### src/rtl/gpr_pkg.sv
// Shared types and constants for the GPR write-back path.
package gpr_pkg;

  localparam int REG_W  = 5;
  localparam int DATA_W = 32;

  localparam logic [REG_W-1:0] REG_ZERO = 5'd0;
  localparam logic [REG_W-1:0] REG_LINK = 5'd30;

  // One buffered long-latency result: destination register and value.
  typedef struct packed {
    logic [REG_W-1:0]  addr;
    logic [DATA_W-1:0] data;
  } wb_entry_t;

  // Destination of a pipeline write-back; jal always links into r30.
  function automatic logic [REG_W-1:0] pw_target(input logic             link,
                                                 input logic [REG_W-1:0] addr);
    return link ? REG_LINK : addr;
  endfunction

endpackage

### src/rtl/wb_fifo.sv
// Small count-based FIFO holding long-latency write-back entries.
module wb_fifo
  import gpr_pkg::*;
#(
  parameter int DEPTH = 4
) (
  input  logic      clk,
  input  logic      rst,
  input  logic      push,
  input  wb_entry_t push_data,
  input  logic      pop,
  output wb_entry_t head,
  output logic      full,
  output logic      empty
);

  localparam int PTR_W = $clog2(DEPTH);
  localparam int CNT_W = PTR_W + 1;

  wb_entry_t        mem [DEPTH];
  logic [PTR_W-1:0] wr_ptr;
  logic [PTR_W-1:0] rd_ptr;
  logic [CNT_W-1:0] count;
  logic             do_push;
  logic             do_pop;

  assign full    = (count == CNT_W'(DEPTH));
  assign empty   = (count == '0);
  assign do_push = push && !full;
  assign do_pop  = pop && !empty;
  assign head    = mem[rd_ptr];

  // Pointer and occupancy bookkeeping; pointers wrap naturally (DEPTH is a power of two).
  always_ff @(posedge clk or negedge rst) begin
    // NOTE: state registers use non-blocking assignments so every flop samples pre-edge values.
    if (!rst) begin
      wr_ptr <= '0;
      rd_ptr <= '0;
      count  <= '0;
    end else begin
      if (do_push) wr_ptr <= wr_ptr + PTR_W'(1);
      if (do_pop)  rd_ptr <= rd_ptr + PTR_W'(1);
      case ({do_push, do_pop})
        2'b10:   count <= count + CNT_W'(1);
        2'b01:   count <= count - CNT_W'(1);
        default: count <= count;
      endcase
    end
  end

  // Entry storage.
  always_ff @(posedge clk) begin
    // NOTE: the storage array is not reset; a cleared count makes stale contents unreachable.
    if (do_push) mem[wr_ptr] <= push_data;
  end

endmodule

### src/rtl/gpr_wb_arb.sv
// Write-back arbiter for the GPR write port: pipeline results win the slot,
// buffered long-latency results drain into free slots, and a pending vector
// tells decode which registers still await a long-latency write.
module gpr_wb_arb
  import gpr_pkg::*;
#(
  parameter int DEPTH      = 4,
  parameter int STARVE_MAX = 8
) (
  input  logic              clk,
  input  logic              rst,
  input  logic              pw_en,
  input  logic              pw_link,
  input  logic [REG_W-1:0]  pw_addr,
  input  logic [DATA_W-1:0] pw_data,
  input  logic              lw_valid,
  output logic              lw_ready,
  input  logic [REG_W-1:0]  lw_addr,
  input  logic [DATA_W-1:0] lw_data,
  input  logic              sb_set,
  input  logic [REG_W-1:0]  sb_addr,
  input  logic [REG_W-1:0]  qa,
  input  logic [REG_W-1:0]  qb,
  output logic              busy_a,
  output logic              busy_b,
  output logic              stall_req,
  output logic              RegWrite,
  output logic [REG_W-1:0]  rw,
  output logic [DATA_W-1:0] wd
);

  localparam int                CNT_W      = $clog2(STARVE_MAX + 1);
  localparam logic [CNT_W-1:0]  STARVE_LIM = CNT_W'(STARVE_MAX);

  wb_entry_t         fifo_head;
  logic              fifo_full;
  logic              fifo_empty;
  logic              push;
  logic              pop;

  logic              slot_valid;
  logic [REG_W-1:0]  slot_addr;
  logic [DATA_W-1:0] slot_data;

  logic [31:0]       pending;
  logic [31:0]       pending_next;
  logic [CNT_W-1:0]  starve_cnt;

  // Ready is purely the full flag, so there is no combinational path from pop to ready.
  assign lw_ready = !fifo_full;
  assign push     = lw_valid && !fifo_full;
  assign pop      = !pw_en && !fifo_empty;

  wb_fifo #(
    .DEPTH(DEPTH)
  ) u_fifo (
    .clk      (clk),
    .rst      (rst),
    .push     (push),
    .push_data('{addr: lw_addr, data: lw_data}),
    .pop      (pop),
    .head     (fifo_head),
    .full     (fifo_full),
    .empty    (fifo_empty)
  );

  // Slot mux: pipeline write first, otherwise the FIFO head; r0 targets never write.
  always_comb begin
    // NOTE: every always_comb output gets a default first so no path infers a latch.
    slot_valid = 1'b0;
    slot_addr  = fifo_head.addr;
    slot_data  = fifo_head.data;
    if (pw_en) begin
      slot_addr  = pw_target(pw_link, pw_addr);
      slot_data  = pw_data;
      slot_valid = (slot_addr != REG_ZERO);
    end else if (pop) begin
      slot_valid = (fifo_head.addr != REG_ZERO);
    end
  end

  // Registered write-port outputs; address and data hold when no write is presented.
  always_ff @(posedge clk or negedge rst) begin
    if (!rst) begin
      RegWrite <= 1'b0;
      rw       <= '0;
      wd       <= '0;
    end else begin
      RegWrite <= slot_valid;
      if (slot_valid) begin
        rw <= slot_addr;
        wd <= slot_data;
      end
    end
  end

  // Pending update: a drain clears its bit, a new issue sets one, set wins, r0 never set.
  always_comb begin
    pending_next = pending;
    if (pop)
      pending_next[fifo_head.addr] = 1'b0;
    if (sb_set && (sb_addr != REG_ZERO))
      pending_next[sb_addr] = 1'b1;
  end

  // Pending vector register; clears on the same edge that loads the drained write.
  always_ff @(posedge clk or negedge rst) begin
    if (!rst) pending <= '0;
    else      pending <= pending_next;
  end

  assign busy_a = pending[qa];
  assign busy_b = pending[qb];

  // Starvation counter: counts slots the pipeline takes while results wait, saturating.
  always_ff @(posedge clk or negedge rst) begin
    if (!rst) begin
      starve_cnt <= '0;
    end else if (fifo_empty || pop) begin
      starve_cnt <= '0;
    end else if (pw_en && (starve_cnt != STARVE_LIM)) begin
      starve_cnt <= starve_cnt + CNT_W'(1);
    end
  end

  // Bubble request, registered one cycle behind the saturated counter.
  always_ff @(posedge clk or negedge rst) begin
    if (!rst) stall_req <= 1'b0;
    else      stall_req <= (starve_cnt == STARVE_LIM);
  end

endmodule

### config.mk
export PLATFORM = sky130hd
export DESIGN_NAME = gpr_wb_arb
export DESIGN_NICKNAME = d
export VERILOG_FILES = /design/src/rtl/gpr_pkg.sv /design/src/rtl/wb_fifo.sv /design/src/rtl/gpr_wb_arb.sv
export SDC_FILE = /design/constraint.sdc
export NUM_CORES = 1
export LEC_CHECK = 0
export ABC_CLOCK_PERIOD_IN_PS = 6390
export BUFFER_PORTS_ARGS = -buffer_cell sky130_fd_sc_hd__buf_2
export CAP_MARGIN = 0
export CORE_MARGIN = 5
export CORE_UTILIZATION = 60
export DETAILED_ROUTE_END_ITERATION = 10
export PLACE_DENSITY = 0.83
export REMOVE_ABC_BUFFERS = 1
export SLEW_MARGIN = 20
export SYNTH_ARGS = -nofsm -noshare
export SYNTH_HDL_FRONTEND = slang
export SYNTH_HIERARCHICAL = 1
export SYNTH_SLANG_ARGS = --single-unit
### constraint.sdc
create_clock -name clk -period 6.39 [get_ports clk]
set_input_delay 0.3195 -clock clk [delete_from_list [all_inputs] [get_ports clk]]
set_output_delay 0.3195 -clock clk [all_outputs]
set_load 0.01 [all_outputs]
==> results of run 1 <==
## final timing paths
path	to	slack [ns]	cells after the start
min	u_fifo/mem[3][33]	0.04	1
max in group asynchronous	u_fifo/rd_ptr[0]	5.35	2
min reg2reg	rw[3]	0.51	1
max reg2reg	rw[3]	3.17	6
max	rw[3]	3.17	6
min in group asynchronous	pending[14]	0.46	2
## per-layer routing
layer | global-route usage | wire length (um) | vias up
met5 | 0 | 34 | -
li1 | - | - | 2674
met2 | 0.3981 | 11140 | 305
met4 | 0.08592 | 719 | 6
met3 | 0.05551 | 1832 | 67
met1 | 0.3111 | 8392 | 3016
## critical path, stage by stage (launching register included)
cell	delay, ns
dfrtp_2	1.01
mux4_2	0.50
or3_4	0.44
nand2b_1	0.15
a22o_2	0.20
buf_4	0.33
mux2_1	0.40
## layout by cell type, fill, tap and decap left out, types with 5 or more instances in the layout
cell type / n
nand3_1: 9
nor2_1: 47
edfxtp_1: 148
nor2b_1: 5
a21oi_1: 39
inv_1: 12
xnor2_1: 5
nand2b_1: 6
clkinv_2: 5
nand3b_1: 10
a22oi_1: 8
nand2_1: 19
mux4_2: 37
dfrtp_1: 80
ha_1: 7
clkbuf_1: 5
o21ai_0: 62
clkbuf_16: 23
mux2i_1: 66
buf_2: 135
## state kept, by name (all words and copies together) (netlist names)
name,cells
u_fifo/wr_ptr,2
rw,5
wd,32
pending,32
starve_cnt,4
RegWrite,1
u_fifo/mem,148
stall_req,1
u_fifo/rd_ptr,2
u_fifo/count,3
## where the power goes
| part | total, mW | internal [mW] | switching [mW] |
|---|---|---|---|
| clock | 1.30 | 0.789 | 0.515 |
| combinational | 1.39 | 0.625 | 0.764 |
| sequential | 2.34 | 2.04 | 0.301 |
| total | 5.04 | 3.46 | 1.58 |
## kinds of logic (layout without fill, tap and decap cells)
group                    Yosys count  in the layout  synth area share
AO/OA/AOI/OAI                    123            123           0.06960
XOR/XNOR                           9              9          0.008149
multiplexers                     105            105            0.1568
flip-flops                       230            230            0.6717
AND/OR/NAND/NOR                  116            116           0.06080
other                              0              2                 0
buffers and inverters             41            191           0.02186
adder cells (fa/ha/maj)            8              8           0.01113
## layout make-up
cell class                      count  area [um2]
Antenna cell                        2       5.005
Clock buffer                       29       608.1
Clock inverter                     10       122.6
Fill cell                         979        4588
Inverter                           12       45.04
Multi-Input combinational cell    361        2970
Sequential cell                   230        6499
Tap cell                          216       270.3
Timing Repair Buffer              140       719.4
## repair_timing
| action | 4_1_cts | 5_1_grt |
|---|---|---|
| endpoints found under the hold margin | 0 | 82 |
| hold buffers | 0 | 1 |
| setup buffers | 0 | 0 |
==> flow_metrics.env, run 1 <==
export IMPL_status="completed"
export IMPL_worstHoldStart="lw_addr[1]"
export IMPL_core_um2=15830
export IMPL_hold_path_class="in2reg"
export IMPL_yosys_warnings=6
export IMPL_cts_root_buf="clkbuf_16"
export IMPL_hpwl_um=14080
export IMPL_ys_flop_type="edfxtp_1"
export IMPL_ant_nets=0
export IMPL_start_util=0.6111
export IMPL_syn_area_per_cell_um2=15.30
export IMPL_finalCritPeriodShare=0.5040
export IMPL_finalCriticalPeriod_ns=3.221
export IMPL_cts_buffers_inserted=22
export IMPL_synth_seq_cells=230
export IMPL_fin_cells=1000
export IMPL_cp_required_ns=6.76
export IMPL_tightest_slew_ns=1.018
export IMPL_post_dp_cell_area_um2=10490
export IMPL_fp_dieH_um=137.0
export IMPL_synth_area_leaders="edfxtp_1 46%, dfrtp_1 21%, mux4_2 8.6%"
export IMPL_grt_max_degree=83
export IMPL_pre_cts_ws_ns=3.160
export IMPL_async_flop_share=0.3565
export IMPL_path_max_fanout=74
export IMPL_cts_resized=0
export IMPL_track_usage=0.2391
export IMPL_max_clock_path_buffers=3
export IMPL_final_nets=870
export IMPL_gp_congestion=0.8272
export IMPL_cts_sinks=230
export IMPL_firstDrtPassIters=5
export IMPL_fin_tns_setup_ns=0
export IMPL_grt_overflow=0
export IMPL_vias_per_cell=6.068
export IMPL_path_class="reg2reg"
export IMPL_fin_area_um2=11240
export IMPL_synth_most_common_cell="edfxtp_1"
export IMPL_synth_top_area_cell="edfxtp_1"
export IMPL_num_io_pins=137
export IMPL_hold_viol=0
export IMPL_worstReg2RegStart="u_fifo/rd_ptr[1]"
export IMPL_netlist_top_cells_count="148 x edfxtp_1, 82 x dfrtp_1, 66 x mux2i_1"
export IMPL_route_detailed_drc=0
export IMPL_routed_wl_um=22120
export IMPL_setup_viol=0
export IMPL_dieWidth_um=137.0
export IMPL_synth_edf_count=148
export IMPL_fp_dieArea_um2=18760
export IMPL_power_leakage_nw=4.380
export IMPL_synth_top_area_share=0.4595
export IMPL_rsz0062_at_grt="false"
export IMPL_crit_start="u_fifo/rd_ptr[1]"
export IMPL_worstSkewPairLatency_ns=0.49
export IMPL_fmax_mhz=310.5
export IMPL_cap_violations=0
export IMPL_slew_violations=0
export IMPL_final_util=0.7101
export IMPL_relSlewSlack=0.3210
export IMPL_synthCells=632
export IMPL_io_buffers=136
export IMPL_ys_types=41
export IMPL_grt_pass1_vias=6420
export IMPL_hold_slack_ns=0.04158
export IMPL_p_total_mw=5.038
export IMPL_ys_seq_area_frac=0.6717
export IMPL_dp_cells=958
export IMPL_post_drt_wl_per_cell_um=22.12
export IMPL_fin_ws_ns=3.169
export IMPL_ir_drop_v=0.0003254
export IMPL_cts_tree="yes"
export IMPL_drive_gt1_frac=0.2852
export IMPL_drt_iter0_drc=561
export IMPL_worstPathArrival_ns=3.59
export IMPL_cts_clk_slew_worst_paths_ns=0.06
export IMPL_grt_pass1_wl_um=34430
export IMPL_worstSetupEndpointType="flip-flop"
export IMPL_area_growth_pct=16.21
export IMPL_antenna_found_initial=5
export IMPL_synth_area_um2=9672
export IMPL_h_tree_depth=1
export IMPL_via_count=6068
export IMPL_clock_skew_ns=0.006941
export IMPL_placementRows=46
export IMPL_p_per_area_nw_per_um2=448.2
export IMPL_cp_start_kind="flip-flop"
Power figures use the tool's default switching activity.
==> run 2, diff against run 1 <==
--- a/config.mk
+++ b/config.mk
@@ -5,13 +5,13 @@
 export SDC_FILE = /design/constraint.sdc
 export NUM_CORES = 1
 export LEC_CHECK = 0
-export ABC_CLOCK_PERIOD_IN_PS = 6390
+export ABC_CLOCK_PERIOD_IN_PS = 3250
 export BUFFER_PORTS_ARGS = -buffer_cell sky130_fd_sc_hd__buf_2
 export CAP_MARGIN = 0
 export CORE_MARGIN = 5
-export CORE_UTILIZATION = 60
+export CORE_UTILIZATION = 57
 export DETAILED_ROUTE_END_ITERATION = 10
-export PLACE_DENSITY = 0.83
+export PLACE_DENSITY = 0.79
 export REMOVE_ABC_BUFFERS = 1
 export SLEW_MARGIN = 20
 export SYNTH_ARGS = -nofsm -noshare
==> constraint.sdc (replaced) <==
create_clock -name clk -period 3.25 [get_ports clk]
set_input_delay 0.1625 -clock clk [delete_from_list [all_inputs] [get_ports clk]]
set_output_delay 0.1625 -clock clk [all_outputs]
set_load 0.01 [all_outputs]
==> flow_metrics.env, run 2 (synthesis results as in run 1) <==
export IMPL_status="completed"
export IMPL_max_clock_path_buffers=3
export IMPL_post_drt_wl_per_cell_um=21.94
export IMPL_firstDrtPassIters=6
export IMPL_path_max_fanout=43
export IMPL_worstSkewPairLatency_ns=0.50
export IMPL_final_nets=939
export IMPL_n_antenna_cell=0
export IMPL_io_buffers=136
export IMPL_cts_tree="yes"
export IMPL_largestRegisters="u_fifo/mem x148, pending x32, wd x32"
export IMPL_dp_cells=970
export IMPL_cp_required_ns=3.62
export IMPL_fp_dieH_um=140.3
export IMPL_largest_register_ff_count=148
export IMPL_finalCritPeriodShare=0.8985
export IMPL_worstHoldStart="pw_data[29]"
export IMPL_placementRows=47
export IMPL_grt_pass1_wl_um=36850
export IMPL_num_io_pins=137
export IMPL_fin_cells=1072
export IMPL_drive_gt1_frac=0.2782
export IMPL_cts_setup_buffers=0
export IMPL_met1_usage=0.3065
export IMPL_grt_use_met3=0.04635
export IMPL_rsz0062_at_grt="false"
export IMPL_cap_violations=0
export IMPL_cts_root_buf="clkbuf_16"
export IMPL_gp_congestion=0.8373
export IMPL_cts_sinks=230
export IMPL_track_usage=0.2373
export IMPL_ant_nets=0
export IMPL_vias_per_cell=5.936
export IMPL_start_util=0.5812
export IMPL_final_util=0.7204
export IMPL_path_class="reg2reg"
export IMPL_setup_viol=0
export IMPL_grt_max_degree=83
export IMPL_mostFrequentLayoutCell="edfxtp_1"
export IMPL_ir_drop_v=0.0006000
export IMPL_hold_viol=0
export IMPL_grt_busiest_layer="met2"
export IMPL_grt_pass1_vias=6686
export IMPL_p_per_area_nw_per_um2=853.0
export IMPL_tightest_slew_ns=0.8099
export IMPL_crit_start="u_fifo/rd_ptr[0]"
export IMPL_antenna_found_initial=0
export IMPL_hold_slack_ns=0.01644
export IMPL_fin_ws_ns=0.3297
export IMPL_worstPathArrival_ns=3.29
export IMPL_cts_clk_slew_worst_paths_ns=0.07
export IMPL_finalCriticalPeriod_ns=2.920
export IMPL_worstReg2RegStart="u_fifo/rd_ptr[0]"
export IMPL_relSlewSlack=0.4601
export IMPL_grt_overflow=0
export IMPL_fp_dieArea_um2=19670
export IMPL_cts_buffers_inserted=22
export IMPL_fillers=1034
export IMPL_route_detailed_drc=0
export IMPL_core_um2=16640
export IMPL_hold_path_class="in2reg"
export IMPL_cp_start_kind="flip-flop"
export IMPL_slew_violations=0
export IMPL_area_growth_pct=23.96
export IMPL_via_count=6363
export IMPL_worstSetupEndpointType="flip-flop"
export IMPL_drt_iter0_drc=504
export IMPL_clock_skew_ns=0.01423
export IMPL_h_tree_depth=1
export IMPL_mostFrequentLayoutCells="148 x edfxtp_1, 135 x buf_2, 80 x dfrtp_1"
export IMPL_dieWidth_um=140.3
export IMPL_grtUsageMet2=0.4098
export IMPL_routed_wl_um=23520
export IMPL_hpwl_um=14350
export IMPL_pre_cts_ws_ns=0.3696
export IMPL_power_leakage_nw=4.697
export IMPL_largest_register="u_fifo/mem"
export IMPL_fmax_mhz=342.4
==> run 2: changes by cell type in the layout (fill, tap and decap cells not counted), moves of 3 or more <==
cell,change
dlygate4sd3_1,+61
buf_4,+6
clkinvlp_4,+4
clkbuf_1,-3
==> run 2: critical path, cell delays in order (launching register included) <==
cell	delay, ns
dfrtp_2	0.43
buf_4	0.49
mux4_2	0.63
nor2_1	0.16
nand2b_1	0.08
a22o_2	0.44
buf_12	0.28
nor2_1	0.15
a21oi_1	0.06
==> run 2: power breakdown <==
part	switching, mW	leakage [nW]	internal, mW
Sequential	0.493	2.32	4.01
Clock	1.10	0.374	1.64
Combinational	1.66	2.00	1.32
==> run 2: timing repair <==
item | in CTS | in global routing
hold buffers | 62 | 0
endpoints found under the hold margin | 254 | 0
gates resized for setup | 0 | 0
==> run 2: final cells by class <==
cell class,instances,area [um2],area share
Sequential cell,230,6499,0.5421
Multi-Input combinational cell,361,2970,0.2478
Timing Repair Buffer,209,1415,0.1180
Clock buffer,26,596.8,0.04978
Tap cell,220,275.3,0.02296
Clock inverter,14,187.7,0.01565
Inverter,12,45.04,0.003757
==> run 2: path summary, 6_finish.rpt <==
| kind | to | slack [ns] | cells past startpoint |
|---|---|---|---|
| max | wd[22] | 0.33 | 8 |
| min | wd[29] | 0.02 | 3 |
| max reg2reg | wd[22] | 0.33 | 8 |
| min reg2reg | wd[24] | 0.52 | 2 |
| max in group asynchronous | u_fifo/rd_ptr[1] | 2.36 | 2 |
| min in group asynchronous | pending[8] | 0.31 | 2 |
==> run 2: per-stage QoR <==
step           area, um2  power (mW)  setup TNS, ns
2_1_floorplan       9505       6.291         -34.23
3_3_place_gp       10580       7.207              0
3_5_place_dp       10580       7.395              0
4_1_cts            11990       10.22              0
5_1_grt            11990       10.72              0
6_report           11990       10.23              0
==> run 2: layer usage <==
layer / routed length (um) / share of wire
met2: 12240 / 0.52
met5: 0 / 0
met3: 1830 / 0.078
met1: 8833 / 0.38
met4: 614 / 0.026
==> run 3, diff against run 2 <==
--- a/config.mk
+++ b/config.mk
@@ -11,8 +11,9 @@
 export CORE_MARGIN = 5
 export CORE_UTILIZATION = 57
 export DETAILED_ROUTE_END_ITERATION = 10
-export PLACE_DENSITY = 0.79
+export PLACE_DENSITY = 0.81
 export REMOVE_ABC_BUFFERS = 1
+export SKIP_CTS_REPAIR_TIMING = 1
 export SLEW_MARGIN = 20
 export SYNTH_ARGS = -nofsm -noshare
 export SYNTH_HDL_FRONTEND = slang
==> flow_metrics.env, run 3 (synthesis results as in run 1) <==
export IMPL_status="complete, but fails checks"
export IMPL_violations="hold timing"
export IMPL_grt_max_degree=83
export IMPL_p_total_mw=10.01
export IMPL_num_io_pins=137
export IMPL_fp_dieH_um=140.3
export IMPL_grt_overflow=0
export IMPL_worstPathArrival_ns=3.12
export IMPL_relSlewSlack=0.4765
export IMPL_p_per_area_nw_per_um2=849.8
export IMPL_max_clock_path_buffers=3
export IMPL_path_class="reg2reg"
export IMPL_worstHoldStart="pw_data[24]"
export IMPL_route_detailed_drc=0
export IMPL_fin_ws_ns=0.4861
export IMPL_clock_skew_ns=0.01995
export IMPL_hpwl_um=14680
export IMPL_drt_iter0_drc=547
export IMPL_cts_sinks=230
export IMPL_tightest_slew_ns=0.7853
export IMPL_fmax_mhz=361.8
export IMPL_slew_violations=0
export IMPL_area_growth_pct=21.82
export IMPL_track_usage=0.2223
export IMPL_finalCriticalPeriod_ns=2.764
export IMPL_gp_congestion=0.9208
export IMPL_min_to="wd[24]"
export IMPL_worstSkewPairLatency_ns=0.50
export IMPL_mostFrequentLayoutCells="148 x edfxtp_1, 135 x buf_2, 80 x dfrtp_1"
export IMPL_io_buffers=136
export IMPL_power_leakage_nw=4.611
export IMPL_vias_per_cell=5.922
export IMPL_r2r_cells=7
export IMPL_pre_cts_ws_ns=0.4859
export IMPL_cts_buffers_inserted=23
export IMPL_largestRegisters="u_fifo/mem x148, pending x32, wd x32"
export IMPL_ff2ff_setup_slack_ns=0.49
export IMPL_crit_chain="mux4_2, or3_4, nand2b_1, a22o_2, buf_12, nor2_1, a21oi_1"
export IMPL_worstHoldPathCells=3
export IMPL_hold_viol=6
export IMPL_slowest_stage="mux4_2"
export IMPL_multi_input_area_um2=2970
export IMPL_fillers=1014
export IMPL_setup_viol=0
export IMPL_finalCritPeriodShare=0.8504
export IMPL_via_count=6283
export IMPL_n_antenna_cell=0
export IMPL_cts_root_buf="clkbuf_16"
export IMPL_fp_dieArea_um2=19670
export IMPL_largest_register_ff_count=148
export IMPL_cp_start_kind="flip-flop"
export IMPL_grt_pass1_vias=6363
export IMPL_drive_gt1_frac=0.2711
export IMPL_cap_violations=0
export IMPL_ant_nets=0
export IMPL_cts_tree="yes"
export IMPL_worstSetupEndpointType="flip-flop"
export IMPL_core_um2=16640
export IMPL_ir_drop_v=0.0005786
export IMPL_path_max_fanout=74
export IMPL_placementRows=47
export IMPL_worstReg2RegStart="u_fifo/rd_ptr[0]"
export IMPL_routed_wl_um=23640
export IMPL_r2r_end="wd[22]"
export IMPL_grt_pass1_wl_um=34330
export IMPL_start_util=0.5812
export IMPL_cts_clk_slew_worst_paths_ns=0.06
export IMPL_max_stage_delay_ns=0.65
export IMPL_mostFrequentLayoutCell="edfxtp_1"
export IMPL_hold_path_class="in2reg"
export IMPL_dieWidth_um=140.3
export IMPL_post_drt_wl_per_cell_um=22.28
export IMPL_rsz0062_at_grt="false"
export IMPL_h_tree_depth=1
export IMPL_post_dp_cell_area_um2=10570
export IMPL_largest_register="u_fifo/mem"
export IMPL_firstDrtPassIters=5
export IMPL_cp_required_ns=3.61
export IMPL_seq_area_um2=6499
export IMPL_fin_area_um2=11780
export IMPL_final_nets=928
export IMPL_hold_slack_ns=-0.03130
export IMPL_antenna_found_initial=0
run 3: changes by cell type in the layout (fill, tap and decap cells not counted), moves of 2 or more:
cell	before	now
bufinv_16	4	2
clkinv_1	0	6
clkinv_2	4	1
clkbuf_1	2	6
dlygate4sd3_1	62	50
clkinvlp_4	4	1
run 3: how the worst max path moves through the flow:
stage | depth (start not counted) | to | from
2_1_floorplan | 5 | rw[3] | u_fifo/rd_ptr[0]
3_3_place_gp | 6 | rw[3] | u_fifo/rd_ptr[0]
3_5_place_dp | 6 | rw[3] | u_fifo/rd_ptr[0]
4_1_cts | 6 | rw[3] | u_fifo/rd_ptr[0]
5_1_grt | 6 | rw[3] | u_fifo/rd_ptr[0]
6_report | 7 | wd[22] | u_fifo/rd_ptr[0]
run 3: area by class of cell:
class / instances / area share
Clock buffer: 29 / 0.05076
Multi-Input combinational cell: 361 / 0.2521
Timing Repair Buffer: 197 / 0.1088
Clock inverter: 12 / 0.009557
Sequential cell: 230 / 0.5516
Inverter: 12 / 0.003823
Tap cell: 220 / 0.02336
run 3: per-stage QoR:
stage,utilization,std cells,TNS (ns)
floorplan,-,603,-34.23
global placement,0.6350,970,0
detailed placement,0.6350,970,0
CTS,0.6777,1011,0
global route,0.7080,1061,0
finish,0.7080,1061,0
run 3: critical path: cells and delay by family (launching register included):
kind                   cells  cell delay, ns
multiplexers               1            0.65
AO/OA/AOI/OAI              2            0.30
AND/OR/NAND/NOR            3            0.82
buffers and inverters      1            0.19
flip-flops                 1            0.59
run 3: power by group:
part           internal, mW  switching, mW
Combinational          1.31           1.65
Clock                  1.46           1.05
Sequential             4.01          0.531
run 3: layer usage:
metal / part of all wire / vias up / global-route usage
li1: - / 2797 / -
met1: 0.38 / 3169 / 0.2929
met2: 0.52 / 284 / 0.3758
met3: 0.078 / 33 / 0.05453
met4: 0.016 / 0 / 0.05609
met5: 0 / - / 0
